## config.mk

```make
export PLATFORM = sky130hd
export DESIGN_NAME = alu_sequencer
export DESIGN_NICKNAME = d
export VERILOG_FILES = /design/src/rtl/alu_sequencer.sv
export SDC_FILE = /design/constraint.sdc
export NUM_CORES = 1
export LEC_CHECK = 0
export BUFFER_PORTS_ARGS = -buffer_cell sky130_fd_sc_hd__buf_4
export CORE_ASPECT_RATIO = 0.9
export CORE_MARGIN = 3
export CORE_UTILIZATION = 45
export CTS_CLUSTER_DIAMETER = 50
export DETAILED_ROUTE_END_ITERATION = 8
export HOLD_SLACK_MARGIN = 0.12
export MAX_ROUTING_LAYER = met4
export PLACE_DENSITY = 0.8
export SLEW_MARGIN = 20
export SYNTH_ARGS = -nofsm -noshare
export SYNTH_HDL_FRONTEND = slang
export SYNTH_SLANG_ARGS = --single-unit
```

## constraint.sdc

```tcl
create_clock -name clk -period 4.4 [get_ports clk]
set_clock_uncertainty 0.15 [all_clocks]
set_input_delay 0 -clock clk [delete_from_list [all_inputs] [get_ports clk]]
set_output_delay 0 -clock clk [all_outputs]
set_load 0.03 [all_outputs]
```

## src/rtl/alu_sequencer.sv

```systemverilog
// alu_sequencer: front-end controller for the 4-bit ALU.
// Latches one request (op + operands), pulses the matching unit's init,
// waits for its result (fixed latency for sum/sub, done handshake for
// mul/div), registers it onto the shared result bus and pulses done.
// Optional build macro: ALU_SEQ_TIMEOUT_EN adds a mul/div WAIT timeout
// that forces result=8'hFF and raises err.
module alu_sequencer #(
    parameter int unsigned FIX_LAT = 2,   // WAIT cycles for sum/sub (1..15)
    parameter int unsigned TIMEOUT = 64   // mul/div WAIT limit (2..255)
) (
    input  logic       clk,
    input  logic       rst,
    input  logic       init,
    input  logic [1:0] op,
    input  logic [3:0] portA,
    input  logic [3:0] portB,
    output logic [3:0] opA,
    output logic [3:0] opB,
    output logic       init_sum,
    output logic       init_res,
    output logic       init_mul,
    output logic       init_div,
    input  logic [7:0] res_sum,
    input  logic [7:0] res_res,
    input  logic [7:0] res_mul,
    input  logic [7:0] res_div,
    input  logic       done_mul,
    input  logic       done_div,
    output logic       busy,
    output logic       done,
    output logic [7:0] result,
    output logic       err
);

    typedef enum logic [1:0] {IDLE, START, WAIT, DONE} state_t;
    typedef enum logic [1:0] {OP_SUM = 2'b00, OP_SUB = 2'b01,
                              OP_MUL = 2'b10, OP_DIV = 2'b11} op_t;

    state_t     state, state_next;
    op_t        op_q;
    logic [3:0] lat_cnt;
    logic [7:0] unit_res;
    logic       unit_done;
    logic       fix_op;
    logic       capture;
`ifdef ALU_SEQ_TIMEOUT_EN
    logic [7:0] to_cnt;
    logic       timeout_hit;
    logic       err_q;
`endif

    assign fix_op = (op_q == OP_SUM) || (op_q == OP_SUB);

    // Select the result and done handshake of the unit chosen by the latched op.
    always_comb begin
        // NOTE: every always_comb output gets a default first so no path leaves it unassigned (no latch).
        unit_res  = res_sum;
        unit_done = 1'b0;
        case (op_q)
            OP_SUM: unit_res = res_sum;
            OP_SUB: unit_res = res_res;
            OP_MUL: begin
                unit_res  = res_mul;
                unit_done = done_mul;
            end
            OP_DIV: begin
                unit_res  = res_div;
                unit_done = done_div;
            end
        endcase
    end

    // State register; synchronous reset returns to IDLE.
    always_ff @(posedge clk) begin
        // NOTE: sequential state uses non-blocking assignments so all flops update together.
        if (rst) state <= IDLE;
        else     state <= state_next;
    end

    // Next-state logic and state-decoded outputs.
    always_comb begin
        state_next = state;
        init_sum   = 1'b0;
        init_res   = 1'b0;
        init_mul   = 1'b0;
        init_div   = 1'b0;
        capture    = 1'b0;
`ifdef ALU_SEQ_TIMEOUT_EN
        timeout_hit = 1'b0;
`endif
        busy = (state != IDLE);
        done = (state == DONE);
        case (state)
            IDLE: if (init) state_next = START;
            START: begin
                init_sum   = (op_q == OP_SUM);
                init_res   = (op_q == OP_SUB);
                init_mul   = (op_q == OP_MUL);
                init_div   = (op_q == OP_DIV);
                state_next = WAIT;
            end
            WAIT: begin
                if (fix_op) begin
                    if (lat_cnt == 4'd1) begin
                        capture    = 1'b1;
                        state_next = DONE;
                    end
                end else if (unit_done) begin
                    capture    = 1'b1;
                    state_next = DONE;
                end
`ifdef ALU_SEQ_TIMEOUT_EN
                else if (to_cnt == 8'(TIMEOUT - 1)) begin
                    timeout_hit = 1'b1;
                    state_next  = DONE;
                end
`endif
            end
            DONE:    state_next = IDLE;
            default: state_next = IDLE;
        endcase
    end

    // Request latch, fixed-latency counter and result register.
    always_ff @(posedge clk) begin
        if (rst) begin
            op_q    <= OP_SUM;
            opA     <= 4'd0;
            opB     <= 4'd0;
            lat_cnt <= 4'd0;
            result  <= 8'h00;
        end else begin
            if (state == IDLE && init) begin
                op_q <= op_t'(op);
                opA  <= portA;
                opB  <= portB;
            end
            if (state == START)
                lat_cnt <= 4'(FIX_LAT);
            else if (state == WAIT && fix_op && lat_cnt != 4'd0)
                lat_cnt <= lat_cnt - 4'd1;
            if (capture)
                result <= unit_res;
`ifdef ALU_SEQ_TIMEOUT_EN
            else if (timeout_hit)
                result <= 8'hFF;
`endif
        end
    end

`ifdef ALU_SEQ_TIMEOUT_EN
    // Count mul/div WAIT cycles; err is sticky until the next START or reset.
    always_ff @(posedge clk) begin
        if (rst) begin
            to_cnt <= 8'd0;
            err_q  <= 1'b0;
        end else if (state == START) begin
            to_cnt <= 8'd0;
            err_q  <= 1'b0;
        end else begin
            if (state == WAIT && !fix_op) to_cnt <= to_cnt + 8'd1;
            if (timeout_hit)              err_q  <= 1'b1;
        end
    end

    assign err = err_q;
`else
    assign err = 1'b0;
`endif

endmodule

```

==> results of run 1 <==
## cells in the final DEF, fill, tap and decap left out, drive strengths merged, types with 6 or more instances in the layout
cell	n
buf	68
dlygate4sd3	44
dfxtp	24
nand2	22
a21oi	22
nand3	10
o21ai	8
mux4	8
ha	7
inv	6
## cell type report
class / instances / area (µm²) / share of cell area, %
Clock buffer: 4 / 36.3 / 1.58
Inverter: 6 / 22.5 / 0.980
Multi-Input combinational cell: 105 / 758 / 33.0
Sequential cell: 24 / 480 / 20.9
Tap cell: 40 / 50.0 / 2.18
Timing Repair Buffer: 112 / 951 / 41.4
## per-layer routing
| layer | global-route usage, % | vias up |
|---|---|---|
| li1 | - | 716 |
| met1 | 32.7 | 744 |
| met2 | 54.3 | 93 |
| met3 | 6.89 | 40 |
| met4 | 21.4 | 0 |
| met5 | - | - |
## registers in the layout, indices dropped and copies added (netlist names)
signal and flops:
opB 4, op_q 2, result 8, lat_cnt 4, state 2, opA 4
## cells by family after synthesis
group	count (synthesis)	share of synthesized area [%]
flops	24	36.4
fa+ha+maj	7	6.63
simple gates	50	18.8
xor+xnor	3	1.99
buf+inv	16	6.25
other cells	1	0.284
mux	10	15.2
compound gates	34	14.5
## metrics by stage
| step | instances | total power [mW] |
|---|---|---|
| 3_5_place_dp | 243 | 0.619 |
| 4_1_cts | 291 | 0.805 |
| 5_1_grt | 291 | 0.882 |
| 2_1_floorplan | 145 | 0.519 |
| 3_3_place_gp | 243 | 0.607 |
| 6_report | 291 | 0.838 |
## power by group through the flow
stage	combinational [mW]	sequential (mW)	clock (mW)
final	0.428	0.291	0.119
after floorplan	0.218	0.301	0
after detailed placement	0.326	0.293	0
after global routing	0.456	0.297	0.129
after global placement	0.316	0.290	0
after CTS	0.398	0.288	0.119
## synthesized netlist by cell type (all sizes together) (4+ instances only)
cell type  number
o21ai           8
nand3          10
ha              7
nand2          22
dfxtp          24
clkbuf          4
inv             6
mux4            8
buf             6
a21oi          22
nor3            5
## worst max-delay path by stage
| stage | end | slack, ps | depth (start not counted) |
|---|---|---|---|
| floorplan | result[0] | 2750 | 6 |
| global placement | result[5] | 2360 | 4 |
| detailed placement | result[3] | 2230 | 4 |
| CTS | result[4] | 1730 | 5 |
| global route | opA[2] | 1430 | 7 |
| finish | opA[2] | 1510 | 7 |
## worst max-delay path, stage by stage, from the launching register on
cell and delay, ps:
dfxtp_1 370, inv_1 130, ha_1 240, and2_1 390
nand2_1 120, dlygate4sd3_1 600, a21oi_1 240, dlygate4sd3_1 590
==> results.json, run 1 <==
{
  "die_w_um": 63.1,
  "r2r_end": "opA[2]",
  "dr.pass1.iters": 4,
  "drtAntennaViolNets": 0,
  "peakVddDrop_mv": 0.302,
  "syn-num-nets": 199,
  "clock-sinks": 24,
  "highest_layer": "met4",
  "setup_viol": 0,
  "power_leakage_nw": 1.01,
  "netlist.area_leader.share_pct": 36.4,
  "path_class": "register to register",
  "final_area_um2": 2300,
  "path_max_fanout": 10,
  "grt_max_degree": 26,
  "power.switching_uw": 328,
  "rsz0062_at_grt": "false",
  "max_cap_violations": 0,
  "reg2reg_from": "state[0]",
  "antenna_found_initial": 0,
  "report.final.hold_viol_count": 0,
  "cts_tree": "done",
  "tightest_slew_ps": 710,
  "cts_max_level": 1,
  "cp-start-kind": "register",
  "p_seq_share_pct": 34.7,
  "fp.dieH_um": 57.4,
  "netSwitchingFraction_pct": 39.1,
  "clk_pin_slew_ps": 130,
  "p_per_area_nw_per_um2": 365,
  "met2_length_mm": 2.70,
  "grt_pass1_wl_mm": 8.60,
  "clock_latency_ps": 320,
  "core_um2": 2770,
  "avgSynthCellArea_um2": 9.11,
  "synth_top_area_cell": "dfxtp_1",
  "ys_seq_area_share_pct": 36.4,
  "cts_setup_buffers": 0,
  "port_buffers": 68,
  "utilization_pct": 83.0,
  "hold_depth": 4,
  "fill_cells": 163,
  "start_util_pct": 47.7,
  "dpl_worst_slack_ps": 2230,
  "area_growth_pct": 74.0,
  "critical_path.startpoint": "state[0]",
  "relSlewSlack_pct": 52.6,
  "finalCriticalPeriod_ps": 2890,
  "root_buffer": "clkbuf_4",
  "grt-ovfl-total": 0,
  "hold_buffers": 44,
  "num_rows": 18,
  "cts_buffer_depth": 2,
  "drtIter0Drc": 129,
  "whs_endpoint": "result[3]",
  "nNetsFinal": 306,
  "clock_power_share_pct": 14.2,
  "comb_power_share_pct": 51.0,
  "tns_ps": 0,
  "num_io_pins": 70,
  "outcome": "complete, no violations",
  "fin_crit_sh_pct": 65.8,
  "final_max_slew_viol_count": 0,
  "fp.dieArea_um2": 3620,
  "wl_met1_mm": 1.89,
  "whs_ps": 134,
  "place_area_um2": 1820,
  "synth_enable_flop_cells": 0,
  "holdCritPathClass": "primary input to register",
  "max_freq_mhz": 346,
  "vias": 1593,
  "ys_top_cells_by_area": "dfxtp_1 (36%), mux4_2 (14%), a21oi_1 (8.3%), ha_1 (6.6%), nand2_1 (6.3%)",
  "cts-buffers-inserted": 3,
  "layout-drive-gt1-share_pct": 33.9,
  "synthFlopType": "dfxtp_1",
  "grt_use_total_pct": 31.7,
  "crit_arrival_ps": 3020,
  "ys_ff_latch": 24,
  "antennaDiodeCount": 0,
  "synth.distinct_cells": 31,
  "routed_wl_mm": 5.27,
  "wl_per_cell_um": 18.1,
  "met3_length_um": 279,
  "synth_cells": 145,
  "async_flop_share_pct": 0,
  "end_kind": "register",
  "ctsResizeCount": 0,
  "cp.required_ps": 4520,
  "fin_ws_ps": 1510,
  "dpl.hpwl_mm": 2.80,
  "cell_internal_pwr_uw": 510,
  "drc": 0,
  "grt_pass1_vias": 1748,
  "hold_start": "res_sum[3]",
  "ys_warn_count": 0,
  "rrSetupSlack_ps": 1510,
  "vias_per_cell": 5.47,
  "globalplace.congestion": 0.765,
  "netlist_area_um2": 1320,
  "rr_worst_depth": 7
}
Note: power is estimated with default switching activity, not from simulation.
==> inputs of run 2 (changes only) <==
--- a/config.mk
+++ b/config.mk
@@ -8,12 +8,12 @@
 export BUFFER_PORTS_ARGS = -buffer_cell sky130_fd_sc_hd__buf_4
 export CORE_ASPECT_RATIO = 0.9
 export CORE_MARGIN = 3
-export CORE_UTILIZATION = 45
+export CORE_UTILIZATION = 40
 export CTS_CLUSTER_DIAMETER = 50
 export DETAILED_ROUTE_END_ITERATION = 8
 export HOLD_SLACK_MARGIN = 0.12
 export MAX_ROUTING_LAYER = met4
-export PLACE_DENSITY = 0.8
+export PLACE_DENSITY = 0.75
 export SLEW_MARGIN = 20
 export SYNTH_ARGS = -nofsm -noshare
 export SYNTH_HDL_FRONTEND = slang
==> constraint.sdc (replaced) <==
create_clock -name clk -period 2.6 [get_ports clk]
set_clock_uncertainty 0.15 [all_clocks]
set_input_delay 0 -clock clk [delete_from_list [all_inputs] [get_ports clk]]
set_output_delay 0 -clock clk [all_outputs]
set_load 0.03 [all_outputs]
==> run 2 against run 1 <==
Non-clock buffer count decreased by 15; sequential share of layout area is 1.4 points higher; first-iteration DRC count increased by 59%; critical path type unchanged; die area grew 11%; via count fell by 7.6%; total power increased by 60%; critical path depth decreased by 1; cell count is 4.8% lower; largest power group unchanged.
==> results.json, run 2 (synthesized netlist as in run 1, its figures left out) <==
{
  "clock_latency_ps": 260,
  "holdCritPathClass": "primary input to register",
  "grt-ovfl-total": 0,
  "dpl.cell_count": 247,
  "worstPathCellList": "ha_1, or4b_4, a21boi_1, o21ai_0, a21oi_1, dlygate4sd3_1",
  "regArea_um2": 480,
  "num_rows": 19,
  "grt_util_met3_pct": 5.37,
  "vias_per_cell": 5.31,
  "port_buffers": 68,
  "slowest_stage": "dlygate4sd3_1",
  "dr.pass1.iters": 4,
  "grt_max_degree": 26,
  "antennaDiodeCount": 0,
  "fill_cells": 236,
  "routed_wl_mm": 4.14,
  "whs_ps": 121,
  "met2_usage_pct": 35.6,
  "path_class": "register to register",
  "rsz0062_at_grt": "false",
  "cp-start-kind": "register",
  "globalplace.congestion": 0.751,
  "grt_pass1_wl_mm": 6.37,
  "cts_tree": "done",
  "core_um2": 3110,
  "start_util_pct": 42.4,
  "report.final.hold_viol_count": 0,
  "dpl.hpwl_mm": 2.77,
  "clock-sinks": 24,
  "root_buffer": "clkbuf_8",
  "top_usage_layer": "met2",
  "peakVddDrop_mv": 0.528,
  "largest_reg_flops": 8,
  "power_leakage_nw": 0.965,
  "area_growth_pct": 62.8,
  "top_register": "result",
  "drc": 0,
  "reg2reg_from": "lat_cnt[0]",
  "place_area_um2": 1840,
  "grt_pass1_vias": 1428,
  "drtIter0Drc": 205,
  "tns_ps": 0,
  "cts_max_level": 1,
  "dpl_worst_slack_ps": 755,
  "grtUsageMet1_pct": 24.3,
  "antenna_found_initial": 0,
  "final_area_um2": 2150,
  "clk_pin_slew_ps": 80,
  "fin_crit_sh_pct": 91.7,
  "rr_worst_depth": 6,
  "rrSetupSlack_ps": 220,
  "fp.dieH_um": 60.5,
  "num_io_pins": 70,
  "grt_use_total_pct": 21.5,
  "vias": 1472,
  "cts-buffers-inserted": 3,
  "die_w_um": 66.6,
  "endpoint": "result[1]",
  "drtAntennaViolNets": 0,
  "critical_path.startpoint": "lat_cnt[0]",
  "critical_path.max_stage_delay_ps": 560,
  "nNetsFinal": 291,
  "multi_input_comb_area_um2": 758,
  "cp.required_ps": 2610,
  "crit_arrival_ps": 2390,
  "outcome": "complete, no violations",
  "layout_common_cells": "buf_4 (70), dlygate4sd3_1 (27), dfxtp_1 (24), nand2_1 (22), a21oi_1 (22)",
  "p_per_area_nw_per_um2": 623,
  "max_cap_violations": 0,
  "final_common_cell": "buf_4",
  "setup_viol": 0,
  "fp.dieArea_um2": 4030,
  "max_freq_mhz": 420,
  "fin_ws_ps": 217,
  "final_max_slew_viol_count": 0,
  "finalCriticalPeriod_ps": 2380,
  "layout-drive-gt1-share_pct": 36.6,
  "path_max_fanout": 8,
  "cts_buffer_depth": 2,
  "wl_per_cell_um": 15.0,
  "end_kind": "register",
  "finalNonFillerCells": 277,
  "cts_setup_buffers": 0,
  "r2r_end": "result[1]"
}
-- run 2: cell type report --
| class | instances | share of cell area [%] |
|---|---|---|
| flip-flops and latches | 24 | 22.3 |
| repair buffers | 97 | 37.0 |
| multi-input cells | 105 | 35.3 |
| clock buffers | 3 | 1.92 |
| inverters | 6 | 1.05 |
| well taps | 42 | 2.44 |
-- run 2: how the worst min path moves through the flow --
stage / end / depth (start not counted) / startpoint / slack (ps)
floorplan: lat_cnt[0] / 1 / rst / -70
global placement: opB[3] / 3 / portB[3] / 100
detailed placement: opB[0] / 3 / portB[0] / 110
CTS: result[6] / 4 / res_mul[6] / 120
global route: result[6] / 4 / res_mul[6] / 130
finish: result[6] / 4 / res_mul[6] / 120
-- run 2: critical path, delay by kind of cell (launching register included) --
kind | cells | cell delay, ps
flops | 1 | 390
simple gates | 1 | 470
fa+ha+maj | 1 | 170
buf+inv | 1 | 560
compound gates | 3 | 530
-- run 2: routing by layer --
metal / up-vias / routed length, µm / part of all wire (%)
met5: - / 0 / 0
met1: 681 / 1550 / 37
li1: 684 / - / -
met3: 20 / 352 / 8.5
met2: 87 / 2050 / 49
met4: 0 / 191 / 4.6
-- run 2: metrics by stage --
stage	util [%]	power [mW]
floorplan	-	0.878
global placement	59.1	1.04
detailed placement	59.1	1.06
CTS	69.1	1.33
global route	69.1	1.43
finish	69.1	1.34
-- run 2: power by group --
group / total (mW) / switching (mW) / internal (mW)
Clock: 0.211 / 0.107 / 0.104
Combinational: 0.668 / 0.356 / 0.312
Sequential: 0.460 / 0.0396 / 0.421
Total: 1.34 / 0.503 / 0.836
-- run 2: repair_timing --
action / 4_1_cts / 5_1_grt
hold buffers: 27 / 0
gates resized for setup: 0 / 0
endpoints found under the hold margin: 24 / 0
